`src/rtl/scan_chain_2ph_ctrl.sv`:
```
// -----------------------------------------------------------------------------
// scan_chain_2ph_ctrl
//
// Sequencer for a two-phase latch scan chain. A host command (SHIFT, CAPTURE,
// CAPTURE_THEN_SHIFT or NOP) is accepted over a valid/ready handshake. The
// block then generates non-overlapping phi1/phi2 pulses, presents serial data
// on scan_in (MSB first) and collects scan_out into rx_data.
//
// Ports:
//   clk          system clock, all state on posedge
//   rst_n        asynchronous active-low reset
//   cmd_valid    command request (held by host until cmd_ready)
//   cmd_ready    high only while idle
//   cmd_op       00 SHIFT, 01 CAPTURE, 10 CAPTURE_THEN_SHIFT, 11 NOP
//   tx_data      word to shift in, sampled at acceptance
//   rx_data      word shifted out of the chain
//   done         one-cycle pulse at the end of a command
//   phi1, phi2   non-overlapping chain clocks
//   scan_enable  high while a command executes
//   scan_mode    1 = shift path, 0 = parallel capture
//   scan_in      serial data to chain cell 0
//   scan_out     serial data from the last chain cell
// -----------------------------------------------------------------------------
module scan_chain_2ph_ctrl #(
    parameter int CHAIN_LENGTH = 8,
    parameter int PHI_WIDTH    = 1,
    parameter int GAP          = 1
) (
    input  logic                    clk,
    input  logic                    rst_n,
    input  logic                    cmd_valid,
    output logic                    cmd_ready,
    input  logic [1:0]              cmd_op,
    input  logic [CHAIN_LENGTH-1:0] tx_data,
    output logic [CHAIN_LENGTH-1:0] rx_data,
    output logic                    done,
    output logic                    phi1,
    output logic                    phi2,
    output logic                    scan_enable,
    output logic                    scan_mode,
    output logic                    scan_in,
    input  logic                    scan_out
);

    localparam int BCW  = $clog2(CHAIN_LENGTH + 1);
    localparam int PMAX = (PHI_WIDTH > GAP) ? PHI_WIDTH : GAP;
    localparam int PCW  = $clog2(PMAX + 1);

    localparam logic [PCW-1:0] PH_LAST  = PCW'(PHI_WIDTH - 1);
    localparam logic [PCW-1:0] GAP_LAST = PCW'(GAP - 1);
    localparam logic [BCW-1:0] BIT_LAST = BCW'(CHAIN_LENGTH - 1);
    localparam logic [BCW-1:0] BIT_ONE  = BCW'(1);
    localparam logic [PCW-1:0] PH_ONE   = PCW'(1);

    localparam logic [1:0] OP_SHIFT   = 2'b00;
    localparam logic [1:0] OP_CAPTURE = 2'b01;
    localparam logic [1:0] OP_CAP_SH  = 2'b10;
    localparam logic [1:0] OP_NOP     = 2'b11;

    typedef enum logic [2:0] {
        IDLE = 3'd0,
        PH1  = 3'd1,
        GAP1 = 3'd2,
        PH2  = 3'd3,
        GAP2 = 3'd4,
        DONE = 3'd5
    } state_t;

    state_t                  state_r;
    logic [1:0]              op_r;
    logic [CHAIN_LENGTH-1:0] tx_sh_r;    // latched tx word, next bit always at [N-2]
    logic [BCW-1:0]          bit_cnt_r;  // index of the current shift tick
    logic [PCW-1:0]          ph_cnt_r;   // cycles spent in the current phase
    logic                    cap_r;      // current tick is the capture tick
    logic [CHAIN_LENGTH-1:0] rx_r;
    logic                    cmd_ready_r;
    logic                    done_r;
    logic                    phi1_r;
    logic                    phi2_r;
    logic                    scan_enable_r;
    logic                    scan_mode_r;
    logic                    scan_in_r;

    assign cmd_ready   = cmd_ready_r;
    assign rx_data     = rx_r;
    assign done        = done_r;
    assign phi1        = phi1_r;
    assign phi2        = phi2_r;
    assign scan_enable = scan_enable_r;
    assign scan_mode   = scan_mode_r;
    assign scan_in     = scan_in_r;

    // Sequencer FSM: phase timing, chain clocks, serial data and readback.
    always_ff @(posedge clk or negedge rst_n) begin
        if (!rst_n) begin
            state_r       <= IDLE;
            op_r          <= OP_NOP;
            tx_sh_r       <= '0;
            bit_cnt_r     <= '0;
            ph_cnt_r      <= '0;
            cap_r         <= 1'b0;
            rx_r          <= '0;
            cmd_ready_r   <= 1'b1;
            done_r        <= 1'b0;
            phi1_r        <= 1'b0;
            phi2_r        <= 1'b0;
            scan_enable_r <= 1'b0;
            scan_mode_r   <= 1'b1;
            scan_in_r     <= 1'b0;
        end else begin
            case (state_r)
                IDLE: begin
                    done_r <= 1'b0;
                    if (cmd_valid && cmd_ready_r) begin
                        op_r        <= cmd_op;
                        tx_sh_r     <= tx_data;
                        scan_in_r   <= tx_data[CHAIN_LENGTH-1];
                        bit_cnt_r   <= '0;
                        ph_cnt_r    <= '0;
                        cmd_ready_r <= 1'b0;
                        if (cmd_op == OP_NOP) begin
                            // NOP goes straight to the done cycle
                            state_r       <= DONE;
                            done_r        <= 1'b1;
                            scan_enable_r <= 1'b0;
                            scan_mode_r   <= 1'b1;
                            cap_r         <= 1'b0;
                        end else begin
                            state_r       <= PH1;
                            phi1_r        <= 1'b1;
                            scan_enable_r <= 1'b1;
                            scan_mode_r   <= (cmd_op == OP_SHIFT);
                            cap_r         <= (cmd_op != OP_SHIFT);
                            // first shift tick samples the chain's last cell now
                            if (cmd_op == OP_SHIFT) begin
                                rx_r <= {rx_r[CHAIN_LENGTH-2:0], scan_out};
                            end else begin
                                rx_r <= rx_r;
                            end
                        end
                    end else begin
                        state_r <= IDLE;
                    end
                end

                PH1: begin
                    if (ph_cnt_r == PH_LAST) begin
                        ph_cnt_r <= '0;
                        phi1_r   <= 1'b0;
                        state_r  <= GAP1;
                    end else begin
                        ph_cnt_r <= ph_cnt_r + PH_ONE;
                    end
                end

                GAP1: begin
                    if (ph_cnt_r == GAP_LAST) begin
                        ph_cnt_r <= '0;
                        phi2_r   <= 1'b1;
                        state_r  <= PH2;
                        // scan_in/scan_mode only move here, so they are
                        // stable through the following phi1 window
                        if (cap_r) begin
                            if (op_r == OP_CAP_SH) begin
                                scan_mode_r <= 1'b1;
                            end else begin
                                scan_mode_r <= scan_mode_r;
                            end
                        end else if (bit_cnt_r != BIT_LAST) begin
                            scan_in_r <= tx_sh_r[CHAIN_LENGTH-2];
                            tx_sh_r   <= tx_sh_r << 1;
                        end else begin
                            scan_in_r <= scan_in_r;
                        end
                    end else begin
                        ph_cnt_r <= ph_cnt_r + PH_ONE;
                    end
                end

                PH2: begin
                    if (ph_cnt_r == PH_LAST) begin
                        ph_cnt_r <= '0;
                        phi2_r   <= 1'b0;
                        state_r  <= GAP2;
                    end else begin
                        ph_cnt_r <= ph_cnt_r + PH_ONE;
                    end
                end

                GAP2: begin
                    if (ph_cnt_r == GAP_LAST) begin
                        ph_cnt_r <= '0;
                        if (cap_r && (op_r == OP_CAPTURE)) begin
                            cap_r         <= 1'b0;
                            state_r       <= DONE;
                            done_r        <= 1'b1;
                            scan_enable_r <= 1'b0;
                            scan_mode_r   <= 1'b1;
                        end else if (!cap_r && (bit_cnt_r == BIT_LAST)) begin
                            bit_cnt_r     <= bit_cnt_r + BIT_ONE;
                            state_r       <= DONE;
                            done_r        <= 1'b1;
                            scan_enable_r <= 1'b0;
                            scan_mode_r   <= 1'b1;
                        end else begin
                            // next tick is always a shift tick
                            if (cap_r) begin
                                bit_cnt_r <= bit_cnt_r;
                            end else begin
                                bit_cnt_r <= bit_cnt_r + BIT_ONE;
                            end
                            cap_r   <= 1'b0;
                            state_r <= PH1;
                            phi1_r  <= 1'b1;
                            rx_r    <= {rx_r[CHAIN_LENGTH-2:0], scan_out};
                        end
                    end else begin
                        ph_cnt_r <= ph_cnt_r + PH_ONE;
                    end
                end

                DONE: begin
                    done_r      <= 1'b0;
                    cmd_ready_r <= 1'b1;
                    state_r     <= IDLE;
                end

                default: begin
                    state_r       <= IDLE;
                    cmd_ready_r   <= 1'b1;
                    done_r        <= 1'b0;
                    phi1_r        <= 1'b0;
                    phi2_r        <= 1'b0;
                    scan_enable_r <= 1'b0;
                    scan_mode_r   <= 1'b1;
                end
            endcase
        end
    end

endmodule

```
`config.mk`:
```
export PLATFORM = sky130hd
export DESIGN_NAME = scan_chain_2ph_ctrl
export DESIGN_NICKNAME = d
export VERILOG_FILES = /design/src/rtl/scan_chain_2ph_ctrl.sv
export SDC_FILE = /design/constraint.sdc
export NUM_CORES = 1
export LEC_CHECK = 0
export BUFFER_PORTS_ARGS = -buffer_cell sky130_fd_sc_hd__buf_2
export CAP_MARGIN = 20
export CORE_MARGIN = 2
export CORE_UTILIZATION = 30
export CTS_CLUSTER_DIAMETER = 30
export DETAILED_ROUTE_END_ITERATION = 10
export HOLD_SLACK_MARGIN = 0.08
export PLACE_DENSITY_LB_ADDON = 0.2
export SYNTH_ARGS = -nofsm -noshare
export SYNTH_HDL_FRONTEND = slang
export SYNTH_SLANG_ARGS = --single-unit
```
`constraint.sdc`:
```
create_clock -name clk -period 2.2 [get_ports clk]
set_input_delay 0.44 -clock clk [delete_from_list [all_inputs] [get_ports clk]]
set_output_delay 0.44 -clock clk [all_outputs]
set_load 0.1 [all_outputs]
```
### After elaboration in Yosys (flattened, before gate mapping)

Cells that the tools add are included.

| storage, ports and cells | value |
|---|---|
| register bits after elaboration | 33 |
| logic and storage cells | 146 |
| output and inout port bits | 15 |

| operators by class | value |
|---|---|
| bitwise operators | 6 |
| $add $sub $neg | 2 |
| equal/unequal tests | 26 |
| reduce and logical (&&, ||, !) cells | 29 |
| mux-type cells | 69 |

Operator list:

| operator | count |
|---|---|
| two-way mux 8 bit | 6 |
| two-way mux 1 bit | 33 |
| two-way mux 7 bit | 4 |
| inequality test 2 bit, second input constant | 13 |
| two-way mux 3 bit | 8 |
| AND reduction 7 bit | 3 |
| two-way mux 4 bit | 5 |
| case mux 8 bit (2 select lines) | 1 |
| case mux 3 bit (5 select lines) | 1 |
| case mux 7 bit (2 select lines) | 1 |
| AND reduction 4 bit | 3 |
| OR reduction 4 bit | 3 |
| AND reduction 5 bit | 2 |
| inequality test 3 bit, second input constant | 3 |
| case mux 1 bit (3 select lines) | 3 |
| OR reduction 3 bit | 3 |
| case mux 1 bit (2 select lines) | 4 |
| case mux 1 bit (4 select lines) | 2 |
| case mux 4 bit (2 select lines) | 1 |
| nonzero test 2 bit | 4 |
| equality test 3 x 2 -> 1 bit, second input constant | 2 |
| equality test 3 bit, second input constant | 2 |
| inverter 1 bit | 6 |
| AND reduction 2 bit | 3 |
| other kinds (12) | 16 |

### Longest topological paths before layout

| logic depth | value |
|---|---|
| word-level depth | 6 |
| gate-level depth with buffers | 6 |
| depth with buffers taken out | 5 |

### Least setup slack after synthesis

Ideal clock, no wire load.

| path | value |
|---|---|
| path type | register -> register |
| start | register cmd_ready_r, in the netlist cmd_ready |
| end | register rx_r[0], in the netlist rx_data[0] |
| path buffers | 0 |
| data arrival time | 1.862 ns |
| clock period less this slack | 1.987 ns |
| stages on the path, launching flop included | 5 |
| slack | 0.213 ns |
| cell sequence | dfstp_2 -> nand2_1 -> nor4b_1 -> o21ai_2 -> mux2_2 |

| on the way | value |
|---|---|
| cells in the longest elaborated chain, start to end | 3 |

RTL lines:

| item | RTL line | text |
|---|---|---|
| start: declaration | 76 | `logic cmd_ready_r;` |
| start signal: assignment | 103 | `cmd_ready_r <= 1'b1;` |
| start signal: assignment | 120 | `cmd_ready_r <= 1'b0;` |
| start signal: assignment | 224 | `cmd_ready_r <= 1'b1;` |
| logical AND 1 bit | 114 | `if (cmd_valid && cmd_ready_r) begin` |
| inequality test 2 bit (no line) | - |  |
| AND reduction 7 bit (no line) | - |  |
| end signal: assignment | 136 | `rx_r <= {rx_r[CHAIN_LENGTH-2:0], scan_out};` |
| end signal: assignment | 138 | `rx_r <= rx_r;` |
| end signal: assignment | 215 | `rx_r <= {rx_r[CHAIN_LENGTH-2:0], scan_out};` |
| end: declaration | 75 | `logic [CHAIN_LENGTH-1:0] rx_r;` |

No other way between the ends.
A chain may end at the register's enable or synchronous reset.

### Worst setup path after layout

| path | value |
|---|---|
| start | register bit_cnt_r[0] |
| end | register rx_r[7], in the netlist rx_data[7] |

| on the way | value |
|---|---|
| cells in the longest elaborated chain, start to end | 4 |

RTL lines:

| item | RTL line | text |
|---|---|---|
| start: declaration | 72 | `logic [BCW-1:0] bit_cnt_r;` |
| start signal: assignment | 200 | `bit_cnt_r <= bit_cnt_r + BIT_ONE;` |
| start signal: assignment | 208 | `bit_cnt_r <= bit_cnt_r;` |
| start signal: assignment | 210 | `bit_cnt_r <= bit_cnt_r + BIT_ONE;` |
| equality test 4 x 3 -> 1 bit | 199 | `end else if (!cap_r && (bit_cnt_r == BIT_LAST)) begin` |
| logical AND 1 bit | 199 |  |
| inequality test 2 bit (no line) | - |  |
| AND reduction 7 bit (no line) | - |  |

No other way between the ends.

==> impl_metrics.tcl <==
set metrics [dict create \
    r2r_setup_slack_ps 260 \
    timing.rr.start "bit_cnt_r[0]" \
    fin_crit_sh_pct 88.2 \
    crit_family "compound AO/OA/AOI/OAI gates" \
    holdWs_ps 199 \
    ys_ff_latch 32 \
    dp.final_hpwl_um 2460 \
    path_max_fanout 8 \
    crit_type "flop to flop" \
    die_w_um 76.9 \
    max_stage_delay_ps 430 \
    crit_chain "ha_1 -> nand2_1 -> o311a_1 -> o21ai_2 -> mux2_2" \
    root_buffer "clkbuf_8" \
    syn_avg_cell_area_sq_um 10.2 \
    drtAntennaViolNets 0 \
    grt_max_degree 33 \
    gp_congestion 0.712 \
    area_growth_pct 19.2 \
    core_sq_mm 0.00511 \
    grt_overflow 0 \
    grt_pass1_vias 1257 \
    syn_nets 174 \
    synth_cell_types 41 \
    critPathSlowestCell "dfrtp_1" \
    wl_per_cell_um 13.5 \
    period_needed_ps 1940 \
    maxSlewViolCount 0 \
    worst_setup_path_start_kind "flop" \
    initialDrtViolationCount 71 \
    rsz0062_at_grt "no" \
    synth_edf_count 0 \
    ioPinCount 29 \
    worstReg2RegEnd "rx_data[7]" \
    layout.nets 203 \
    synth_ff_type "dfrtp_1" \
    path_buf_inv 0 \
    die_h_um 76.9 \
    finish.utilization_pct 37.2 \
    syn-instance-count 157 \
    r2r_cells 5 \
    vias 1257 \
    start_util_pct 31.2 \
    port_buffers 28 \
    setup_violations 0 \
    n_antenna_cell 0 \
    clk_pin_slew_ps 70 \
    yosysTopAreaCell "dfrtp_1" \
    slew_headroom_pct 51.5 \
    die_area_sq_mm 0.00591 \
    ys.warnings.count 0 \
    status "completed" \
    cts_tree "yes" \
    synthArstFlopShare_pct 100 \
    grt_pass1_wl_um 5890 \
    netlist_area_sq_mm 0.00159 \
    grt_usage_pct 12.6 \
    drive_gt1_share_pct 29.4 \
    fin_skew_ps 7.59 \
    rows 26 \
    drc 0 \
    synth_top_area_share_pct 44.0 \
    fillers 514 \
    drv_cap 0 \
    multi_input_area_sq_um 718 \
    cts.path.max_buffers 2 \
    hold_viol 0 \
    synth-seq-area-share_pct 50.5 \
    fmax_ghz 0.515 \
    firstDrtPassIters 5 \
    ff_latch_area_sq_um 806 \
    htree_levels 2 \
    critPathRequiredTime_ps 2380 \
    cp_data_arrival_time_ps 2120 \
    hold_path.class "input port to asynchronous set/reset pin" \
    post_cts_buffers 0 \
    synth_area_leaders "dfrtp_1, mux2_2, dfstp_2, nand2_1, nor2_1" \
    vias_per_cell 4.89 \
    cts-resized-gates 0 \
    clk_latency_ps 290 \
    route.final.wire_length_um 3470 \
    finalSetupTns_ps 0 \
    worst_pin_slew_ps 727 \
    cts_sinks 32 \
    cts_hold_buf 0 \
    numCtsBuffers 5 \
    antenna_found_initial 0 \
    crit_path_end_kind "flop" \
]
-- cells in the mapped netlist, types with 2 or more instances --
cell type   n
dfrtp_1    28
nand2_1    25
nor2_1     17
mux2_2     10
a31oi_1     8
inv_1       6
o21ai_0     6
a21oi_1     5
nor3_1      5
dfstp_2     4
a21o_1      3
clkbuf_1    3
ha_1        3
a22oi_1     2
buf_2       2
buf_6       2
nand3b_1    2
nor3b_1     2
o22ai_1     2
-- worst reg2reg max path, cell delays in order, from the launching register on --
cell,delay [ps]
dfrtp_1,430
ha_1,210
nand2_1,80
o311a_1,310
o21ai_2,410
mux2_2,390
-- flip-flops by register name, indices dropped and copies added, names as in the netlist, 2 cells and up --
| register | flops |
|---|---|
| op_r | 2 |
| bit_cnt_r | 4 |
| tx_sh_r | 7 |
| rx_data | 8 |
| state_r | 3 |
-- final cells by class --
| class | count | share of cell area, % |
|---|---|---|
| Multi-Input combinational cell | 111 | 37.8 |
| Clock buffer | 5 | 3.62 |
| Tap cell | 70 | 4.61 |
| Clock inverter | 3 | 2.24 |
| Timing Repair Buffer | 30 | 8.16 |
| Sequential cell | 32 | 42.4 |
| Inverter | 6 | 1.18 |
-- cells in the final DEF, fill, tap and decap left out, types with 3 or more instances in the layout --
cell type   n
dfrtp_1    28
buf_2      28
nand2_1    25
nor2_1     17
mux2_2     10
a31oi_1     8
inv_1       6
o21ai_0     6
nor3_1      5
a21oi_1     5
clkbuf_8    5
dfstp_2     4
a21o_1      3
ha_1        3
-- through the flow --
stage,worst slack (ps),area [sq um],std cells
6_report,259,1900,257
3_3_place_gp,324,1790,249
5_1_grt,101,1900,257
4_1_cts,256,1900,257
3_5_place_dp,272,1790,249
2_1_floorplan,213,1590,157
-- per-layer routing --
layer  vias to the layer above  GRT usage, %  wire, um
li1                        617             -         -
met1                       596          15.2      1530
met2                        37          19.8      1660
met3                         7          3.65       180
met4                         0          7.64       105
met5                         -             0         0
-- logic make-up after synthesis --
group / count (synthesis) / share of synthesized area (%)
flip-flops: 32 / 50.5
AND/OR/NAND/NOR: 59 / 17.4
buffers and inverters: 14 / 4.40
multiplexers: 11 / 7.69
adder cells (fa/ha/maj): 3 / 2.36
XOR/XNOR: 1 / 0.550
AO/OA/AOI/OAI: 37 / 17.0
-- how the worst max path moves through the flow --
stage / endpoint / slack, ps / cells past startpoint / start
3_3_place_gp: rx_data[2] / 320 / 5 / bit_cnt_r[0]
6_report: rx_data[7] / 260 / 5 / bit_cnt_r[0]
5_1_grt: tx_sh_r[5] / 100 / 4 / state_r[1]
2_1_floorplan: rx_data[0] / 210 / 4 / cmd_ready
3_5_place_dp: rx_data[2] / 270 / 5 / bit_cnt_r[0]
4_1_cts: tx_sh_r[6] / 260 / 4 / state_r[1]
Power is left out: the tool's default activity adds up to more than one toggle a clock period on the data nets, which glitch-free logic cannot reach.
